[config.mk]
export PLATFORM = sky130hd
export DESIGN_NAME = fetch_unit
export DESIGN_NICKNAME = d
export VERILOG_FILES = /design/src/rtl/fetch_pkg.sv /design/src/rtl/sync_fifo.sv /design/src/rtl/fetch_unit.sv
export SDC_FILE = /design/constraint.sdc
export NUM_CORES = 1
export LEC_CHECK = 0
export CAP_MARGIN = 20
export CORE_ASPECT_RATIO = 0.9
export CORE_UTILIZATION = 54
export DETAILED_ROUTE_END_ITERATION = 8
export GPL_TIMING_DRIVEN = 0
export PLACE_DENSITY = 0.82
export SYNTH_ARGS = -nofsm -noshare
export SYNTH_HDL_FRONTEND = slang
export SYNTH_SLANG_ARGS = --single-unit
[constraint.sdc]
create_clock -name clk -period 3.41 [get_ports clk]
set_input_delay 0.5115 -clock clk [delete_from_list [all_inputs] [get_ports clk]]
set_output_delay 0.5115 -clock clk [all_outputs]
set_load 0.05 [all_outputs]
[src/rtl/fetch_pkg.sv]
// Shared fetch-stage types and widths.
// Imported by the fetch unit and its FIFO users.
package fetch_pkg;

    localparam int PC_WIDTH    = 9;
    localparam int INSTR_WIDTH = 32;
    localparam int PC_STEP     = 4;

    typedef struct packed {
        logic [INSTR_WIDTH-1:0] instr;
        logic [PC_WIDTH-1:0]    pc;
    } fetch_entry_t;

    // Sequential PC; wraps naturally at the PC width.
    function automatic logic [PC_WIDTH-1:0] pc_inc(
        input logic [PC_WIDTH-1:0] cur
    );
        return cur + PC_WIDTH'(PC_STEP);
    endfunction

endpackage

[src/rtl/sync_fifo.sv]
// Generic synchronous FIFO with flush and occupancy count.
// DEPTH must be a power of two so pointers wrap for free.
module sync_fifo #(
    parameter type T     = logic,
    parameter int  DEPTH = 4,
    localparam int AW    = $clog2(DEPTH),
    localparam int CW    = $clog2(DEPTH + 1)
) (
    input  logic          clk,
    input  logic          reset,
    input  logic          push,
    input  T              wdata,
    input  logic          pop,
    input  logic          flush,
    output T              rdata,
    output logic [CW-1:0] count,
    output logic          empty
);

    T              mem [DEPTH];
    logic [AW-1:0] rd_ptr;
    logic [AW-1:0] wr_ptr;
    logic          do_push;
    logic          do_pop;
    logic          full;

    assign do_push = push && !flush;
    assign do_pop  = pop && !flush;
    assign full    = (count == CW'(DEPTH));
    assign empty   = (count == '0);
    assign rdata   = mem[rd_ptr];

    always_ff @(posedge clk or posedge reset) begin
        if (reset) begin
            rd_ptr <= '0;
            wr_ptr <= '0;
            count  <= '0;
        end else if (flush) begin
            rd_ptr <= '0;
            wr_ptr <= '0;
            count  <= '0;
        end else begin
            if (do_push)
                wr_ptr <= wr_ptr + AW'(1);
            if (do_pop)
                rd_ptr <= rd_ptr + AW'(1);
            unique case ({do_push, do_pop})
                2'b10:   count <= count + CW'(1);
                2'b01:   count <= count - CW'(1);
                default: count <= count;
            endcase
        end
    end

    // Storage needs no reset; empty masks stale words.
    always_ff @(posedge clk) begin
        if (do_push)
            mem[wr_ptr] <= wdata;
    end

    a_no_overflow: assert property (
        @(posedge clk) disable iff (reset)
        !(push && !flush && full)
    );

    a_no_underflow: assert property (
        @(posedge clk) disable iff (reset)
        !(pop && !flush && empty)
    );

endmodule

[src/rtl/fetch_unit.sv]
// Instruction fetch: credit-gated requests, PC mux,
// in-flight tracking and a tagged instruction FIFO.
module fetch_unit
    import fetch_pkg::*;
#(
    parameter int DEPTH = 4
) (
    input  logic                   clk,
    input  logic                   reset,
    input  logic [PC_WIDTH-1:0]    pc,
    output logic [PC_WIDTH-1:0]    pc_next,
    output logic                   imem_req,
    output logic [PC_WIDTH-1:0]    imem_addr,
    input  logic [INSTR_WIDTH-1:0] imem_rdata,
    input  logic                   redirect,
    input  logic [PC_WIDTH-1:0]    redirect_pc,
    output logic                   instr_valid,
    output logic [INSTR_WIDTH-1:0] instr,
    output logic [PC_WIDTH-1:0]    instr_pc,
    input  logic                   instr_ready
);

    localparam int CW = $clog2(DEPTH + 1);

    logic                inflight_q;
    logic [PC_WIDTH-1:0] inflight_pc_q;
    logic [CW-1:0]       count;
    logic [CW:0]         used;
    logic                empty;
    logic                push;
    logic                pop;
    fetch_entry_t        wr_entry;
    fetch_entry_t        head;

    // Credit ignores this cycle's pop: no ready-to-req path.
    assign used     = {1'b0, count} + (CW + 1)'(inflight_q);
    assign imem_req = !reset && !redirect
                    && (used < (CW + 1)'(DEPTH));
    assign imem_addr = pc;

    always_comb begin
        pc_next = pc;
        unique case (1'b1)
            redirect: pc_next = redirect_pc;
            imem_req: pc_next = pc_inc(pc);
            default:  pc_next = pc;
        endcase
    end

    always_ff @(posedge clk or posedge reset) begin
        if (reset) begin
            inflight_q    <= 1'b0;
            inflight_pc_q <= '0;
        end else begin
            inflight_q <= imem_req;
            if (imem_req)
                inflight_pc_q <= pc;
        end
    end

    // A response landing in a redirect cycle is dropped.
    assign push     = inflight_q && !redirect;
    assign pop      = instr_valid && instr_ready && !redirect;
    assign wr_entry = '{instr: imem_rdata, pc: inflight_pc_q};

    sync_fifo #(
        .T     (fetch_entry_t),
        .DEPTH (DEPTH)
    ) u_fifo (
        .clk   (clk),
        .reset (reset),
        .push  (push),
        .wdata (wr_entry),
        .pop   (pop),
        .flush (redirect),
        .rdata (head),
        .count (count),
        .empty (empty)
    );

    assign instr_valid = !empty;
    assign instr       = instr_valid ? head.instr : '0;
    assign instr_pc    = instr_valid ? head.pc : '0;

    a_credit: assert property (
        @(posedge clk) disable iff (reset)
        used <= (CW + 1)'(DEPTH)
    );

endmodule

==> qor.csv, run 1 <==
metric,value,unit
Layout area overhead,27.8,%
CP arrival,2750,ps
Critical Path Source Type,register,
Netlist cell types,46,
number of global-route vias before repair,4224,
Fillers,845,
clock tree buffer depth,2,
IO Port Bufs,113,
share of cells above drive strength 1,0.200,
post-placement cell area,0.00886,mm²
critical path endpoint category,output port,
Yosys reg bits,181,
status,"complete, but fails checks",
Die Y,113,µm
Setup TNS,0,ps
final hold slack,512,ps
Cells after Synth,391,
worst-margin pin slew,714,ps
cell internal pwr,0.00428,W
Max Slew Vio Count,0,
cts bufs inserted,17,
top post-synthesis cells by area,"edfxtp_1, mux4_2, dfrtp_1, nor2b_1, mux2_1",
CTS root buf,clkbuf_16,
drt wl/cell,20.3,µm
biggest area consumer among synthesized cells,edfxtp_1,
relative slew slack,0.523,
Final period util,0.958,
post-synth top area share,0.663,
Worst-Skew Late Latency,420,ps
post-synthesis async set-or-reset flop share,0.0939,
leakage power,3.21,nW
initial antenna violation count,0,
most frequent cells in the layout,"edfxtp_1, clkdlybuf4s50_1, nor2b_1",
PwrDens,629,mW/mm²
"most common cell after layout, fill and taps aside",edfxtp_1,
Peak VDD IR,0.404,mV
synthesis warning total,0,
vias,4032,
Logic pwr share,0.230,
Syn Area/Cell,19.0,µm²
"Min Clock Period, post-route",3270,ps
gr usage total,0.216,
max-cap viol count,0,
Syn Nets,451,
Critical Path RT,2900,ps
Final GP Congestion,0.797,
reg2reg setup slack,1090,ps
die width,126,µm
final core utilization,0.708,
switching pwr,0.00170,W
site row count,40,
Core Region,0.0134,mm²
die area,0.0142,mm²
PnR worst setup slack,144,ps
Post-CTS Setup Inserts,0,
Top Ports,115,
vias per cell,5.69,
total routed wirelength,14400,µm
initial DRC count,369,
Syn Std Cell Area,0.00743,mm²
critical path cell sequence,buf_2 -> clkbuf_1 -> mux4_2 -> nor2b_1 -> clkdlybuf4s50_1,
Crit Path Category,register to output port,
power share of the clock group,0.341,
grt total ovfl,0,
final hold vios,0,
CTS Sinks,181,
CTS tree,yes,
DR pass1 iterations,9,
Flop pwr share,0.429,
first-pass GRT wire length,22500,µm
effective utilization at floorplan,0.554,
f_max,306,MHz
H-tree levels,4,
worst-path cell with the longest stage delay,clkdlybuf4s50_1,
Clock transition at path regs,60,ps
CP peak stage delay,830,ps
Max Clock Skew,6.75,ps
"Seq/Total Area, Yosys",0.720,
Post-synth EDFFs,164,
largest net degree at the start of global routing,29,
Detail Placement HPWL,9070,µm
switching share of power,0.284,
fin nets,587,
Hold Crit Class,register to register,
hold buffer count at cts,0,
drc violations,9,
failing checks,DRC,
Post-DRT Antenna Nets,0,
dpl ws,13.2,ps
RSZ-0062 raised after global routing,no,
Setup Viol. Count Final,0,
n_diodes,0,
"Design Area, Final",0.00950,mm²
Main synth FF type,edfxtp_1,
maximum fanout along the worst path,10,
worst max-delay path, delay by kind of cell, from the launching register on:
| kind | cells | cell delay, ps |
|---|---|---|
| multiplexers | 1 | 310 |
| AND/OR/NAND/NOR | 1 | 180 |
| flip-flops | 1 | 330 |
| buffers and inverters | 3 | 1510 |
timing repair:
item                       in CTS  in global routing
pin swaps                       0                  0
setup endpoints to repair      11                 37
resized for setup               2                  8
area by class of cell:
| cell class | count | area [µm²] | area share |
|---|---|---|---|
| flip-flops and latches | 181 | 5350 | 0.563 |
| multi-input cells | 173 | 1900 | 0.200 |
| repair buffers | 117 | 1220 | 0.128 |
| clock buffers | 17 | 425 | 0.0448 |
| well taps | 168 | 210 | 0.0221 |
| clock inverters | 15 | 200 | 0.0211 |
| plain buffers | 28 | 168 | 0.0176 |
| inverters | 9 | 33.8 | 0.00356 |
registers in the layout, summed over array words and instances, names as in the netlist:
register and count:
inflight_pc_q 9, u_fifo.rd_ptr 2, inflight_q 1, u_fifo.wr_ptr 2
u_fifo.count 3, u_fifo.mem 164
metal layers:
| layer | global-route usage | up-vias | wire length (µm) |
|---|---|---|---|
| li1 | - | 1810 | - |
| met1 | 0.283 | 2043 | 6110 |
| met2 | 0.352 | 163 | 7220 |
| met3 | 0.0619 | 16 | 867 |
| met4 | 0.0691 | 0 | 175 |
| met5 | 0 | - | 0 |
cells in the mapped netlist (3+ instances only):
cell type and number:
a31oi_1 3, and2_1 4, ha_1 5, and3_1 4, o21ai_0 5, nor2b_1 42
mux2_1 9, mux2_2 3, edfxtp_1 164, dfrtp_1 17, nor2_1 10, buf_4 12
mux4_2 41, nand2b_1 4, o31ai_1 3, buf_2 5, nand2_1 5, inv_1 9
clkbuf_1 9
final timing paths:
kind	startpoint	cells past startpoint	to
max	u_fifo.rd_ptr[1]$_DFFE_PP0P_	5	instr[25]
min	inflight_pc_q[8]$_DFFE_PP0P_	0	u_fifo.mem[0][8]$_DFFE_PP_
max reg2reg	u_fifo.count[0]$_DFFE_PP0P_	6	u_fifo.count[2]$_DFFE_PP0P_
min reg2reg	inflight_pc_q[8]$_DFFE_PP0P_	0	u_fifo.mem[0][8]$_DFFE_PP_
max in group asynchronous	reset	2	u_fifo.count[0]$_DFFE_PP0P_
min in group asynchronous	reset	2	inflight_pc_q[1]$_DFFE_PP0P_
logic make-up after synthesis:
kind of cell    synth area share
mux                        0.145
xor+xnor                 0.00471
buf+inv                   0.0266
simple gates              0.0657
fa+ha+maj                 0.0111
flops                      0.720
compound gates            0.0269
power groups by stage:
stage                     combinational, W  clock (W)  sequential (W)
after global routing               0.00145    0.00215         0.00257
after floorplan                   0.000928          0         0.00260
final                              0.00137    0.00204         0.00256
after CTS                          0.00139    0.00206         0.00256
after global placement             0.00136          0         0.00260
after detailed placement           0.00138          0         0.00261
metrics by stage:
stage                     std cells  total power, W
final                           708         0.00598
after global routing            708         0.00617
after CTS                       708         0.00601
after detailed placement        676         0.00399
after global placement          672         0.00396
after floorplan                 391         0.00352
Power figures use the tool's default switching activity.
==> run 2: changes to the inputs <==
- SYNTH_HIERARCHICAL: not set -> 1
==> run 2 against run 1 <==
Effect of this change:
- the flow still finishes with violations (DRC)
- critical path depth stayed put
- synthesized area is 0.32% lower
- sequential share of layout area increased by 0.18 points
- global-route usage down 0.16 points
- critical path type is now primary input to output port
- largest cell class unchanged
- largest power group unchanged
- highest routed layer unchanged
==> qor.csv, run 2 <==
metric,value,unit
status,"complete, but fails checks",
failing checks,DRC,
final hold vios,0,
most frequent cells in the layout,"edfxtp_1, clkdlybuf4s50_1, nor2b_1",
Final period util,0.976,
vias,3892,
die area,0.0142,mm²
worst-margin pin slew,636,ps
gr usage total,0.214,
Post-DRT Antenna Nets,0,
CTS Sinks,181,
most instantiated library cell after synthesis,edfxtp_1,
"most common cell after layout, fill and taps aside",edfxtp_1,
Worst-Skew Late Latency,420,ps
effective utilization at floorplan,0.554,
leakage power,3.16,nW
Netlist cell types,35,
drt wl/cell,19.9,µm
post-route insts no fill,700,
post-synthesis async set-or-reset flop share,0.0939,
Max Clock Skew,5.46,ps
vias per cell,5.56,
Largest regs,"u_fifo/mem x164, inflight_pc_q x9, u_fifo/count x3",
Critical Path Source Type,primary input,
biggest area consumer among synthesized cells,edfxtp_1,
Hold Crit Class,primary input to async pin,
initial DRC count,262,
Main synth FF type,edfxtp_1,
critical path endpoint category,output port,
Clock transition at path regs,60,ps
Detail Placement HPWL,9070,µm
"Min Clock Period, post-route",3330,ps
top post-synthesis cells by area,"edfxtp_1, mux4_2, dfrtp_1, nor2b_1, mux2_2",
PnR worst setup slack,82.6,ps
Setup Viol. Count Final,0,
CTS tree,yes,
RSZ-0062 raised after global routing,no,
number of global-route vias before repair,4143,
grt total ovfl,0,
Yosys reg bits,181,
max-cap viol count,0,
dpl ws,-27.7,ps
Syn Nets,442,
Max Slew Vio Count,0,
n_diodes,0,
Layout area overhead,27.8,%
Post-CTS Setup Inserts,0,
CP arrival,2820,ps
Syn Area/Cell,19.4,µm²
initial antenna violation count,0,
post-synth top area share,0.665,
IO Port Bufs,114,
Peak VDD IR,0.377,mV
DR pass1 iterations,8,
Post-synth EDFFs,164,
Die Y,113,µm
Top reg by flops,u_fifo/mem,
final hold slack,458,ps
total routed wirelength,13900,µm
first-pass GRT wire length,22100,µm
f_max,301,MHz
Crit Path Category,primary input to output port,
Pwr Total,0.00528,W
synthesis warning total,6,
Cells after Synth,382,
H-tree levels,4,
PwrDens,557,mW/mm²
drc violations,8,
Core Region,0.0134,mm²
Top Ports,115,
fin nets,579,
cell count after placement,668,
site row count,40,
relative slew slack,0.573,
maximum fanout along the worst path,9,
Syn Std Cell Area,0.00741,mm²
Critical Path RT,2900,ps
largest net degree at the start of global routing,33,
share of cells above drive strength 1,0.205,
clock tree buffer depth,2,
Largest register FFs,164,
final core utilization,0.709,
die width,125,µm
most frequent cells after synthesis,"edfxtp_1, nor2b_1, mux4_2, dfrtp_1",
cts bufs inserted,17,
Final GP Congestion,0.751,
"Seq/Total Area, Yosys",0.722,
CTS root buf,clkbuf_16,
-- run 2: cell types whose count changed in the layout (fill, tap and decap cells not counted), sizes merged, moves of 3 or more --
cell,before,now
inv,12,9
and3,4,1
clkinvlp,3,0
nand2b,4,0
nor2b,42,45
clkbuf,26,29
-- run 2: logic make-up after synthesis --
| family | Yosys count | share of synthesized area |
|---|---|---|
| DFF | 181 | 0.722 |
| adders and majority gates | 6 | 0.0111 |
| xor gates and xnor gates | 6 | 0.00709 |
| buffers and inverters | 35 | 0.0329 |
| AOI/OAI and AO/OA | 15 | 0.0133 |
| muxes | 55 | 0.147 |
| and+or+nand+nor | 84 | 0.0664 |
-- run 2: routing by layer --
| layer | up-vias | part of all wire | GRT usage |
|---|---|---|---|
| li1 | 1765 | - | - |
| met5 | - | 0 | 0 |
| met3 | 17 | 0.063 | 0.0619 |
| met2 | 159 | 0.52 | 0.370 |
| met4 | 0 | 0.012 | 0.0667 |
| met1 | 1951 | 0.41 | 0.264 |
-- run 2: area by class of cell --
cell class / instances / area, µm²
clock inverters: 10 / 154
flip-flops and latches: 181 / 5350
well taps: 168 / 210
inverters: 9 / 33.8
clock buffers: 22 / 464
multi-input cells: 166 / 1820
repair buffers: 118 / 1220
plain buffers: 26 / 213
fillers: 794 / 3890
-- run 2: path summary, 6_finish.rpt --
kind / from / endpoint / slack, ps / depth (start not counted)
setup / recovery: reset / pc_next[7] / 80 / 5
hold / removal: reset / u_fifo/count[1]$_DFFE_PP0P_ / 460 / 2
setup reg to reg: u_fifo/count[0]$_DFFE_PP0P_ / u_fifo/count[2]$_DFFE_PP0P_ / 830 / 8
hold reg to reg: inflight_pc_q[5]$_DFFE_PP0P_ / u_fifo/mem[2][5]$_DFFE_PP_ / 530 / 0
max in group asynchronous: reset / inflight_pc_q[6]$_DFFE_PP0P_ / 2640 / 2
min in group clk: inflight_pc_q[5]$_DFFE_PP0P_ / u_fifo/mem[2][5]$_DFFE_PP_ / 530 / 0
-- run 2: critical path: stages --
cell and delay, ps:
clkdlybuf4s50_1 490, a311o_2 420, nor4b_1 400, nand3b_1 180, clkdlybuf4s50_1 810
-- run 2: power by group --
group | switching (W) | total [W] | leakage, nW | internal, W
clock network | 0.000757 | 0.00202 | 0.308 | 0.00126
registers | 0.0000362 | 0.00251 | 1.69 | 0.00248
logic | 0.000451 | 0.000747 | 1.16 | 0.000296
total | 0.00124 | 0.00528 | 3.16 | 0.00403
-- run 2: stage by stage --
stage | area [µm²] | TNS [ps]
2_1_floorplan | 7410 | 0
3_3_place_gp | 8760 | -96550
3_5_place_dp | 8840 | -45.5
4_1_cts | 9470 | 0
5_1_grt | 9470 | 0
6_report | 9470 | 0
-- run 2: timing repair --
action,CTS,global route
endpoints found under the setup margin,42,3
pin swaps,0,0
hold endpoints to repair,0,0
hold buffers,0,0
gates resized for setup,3,5
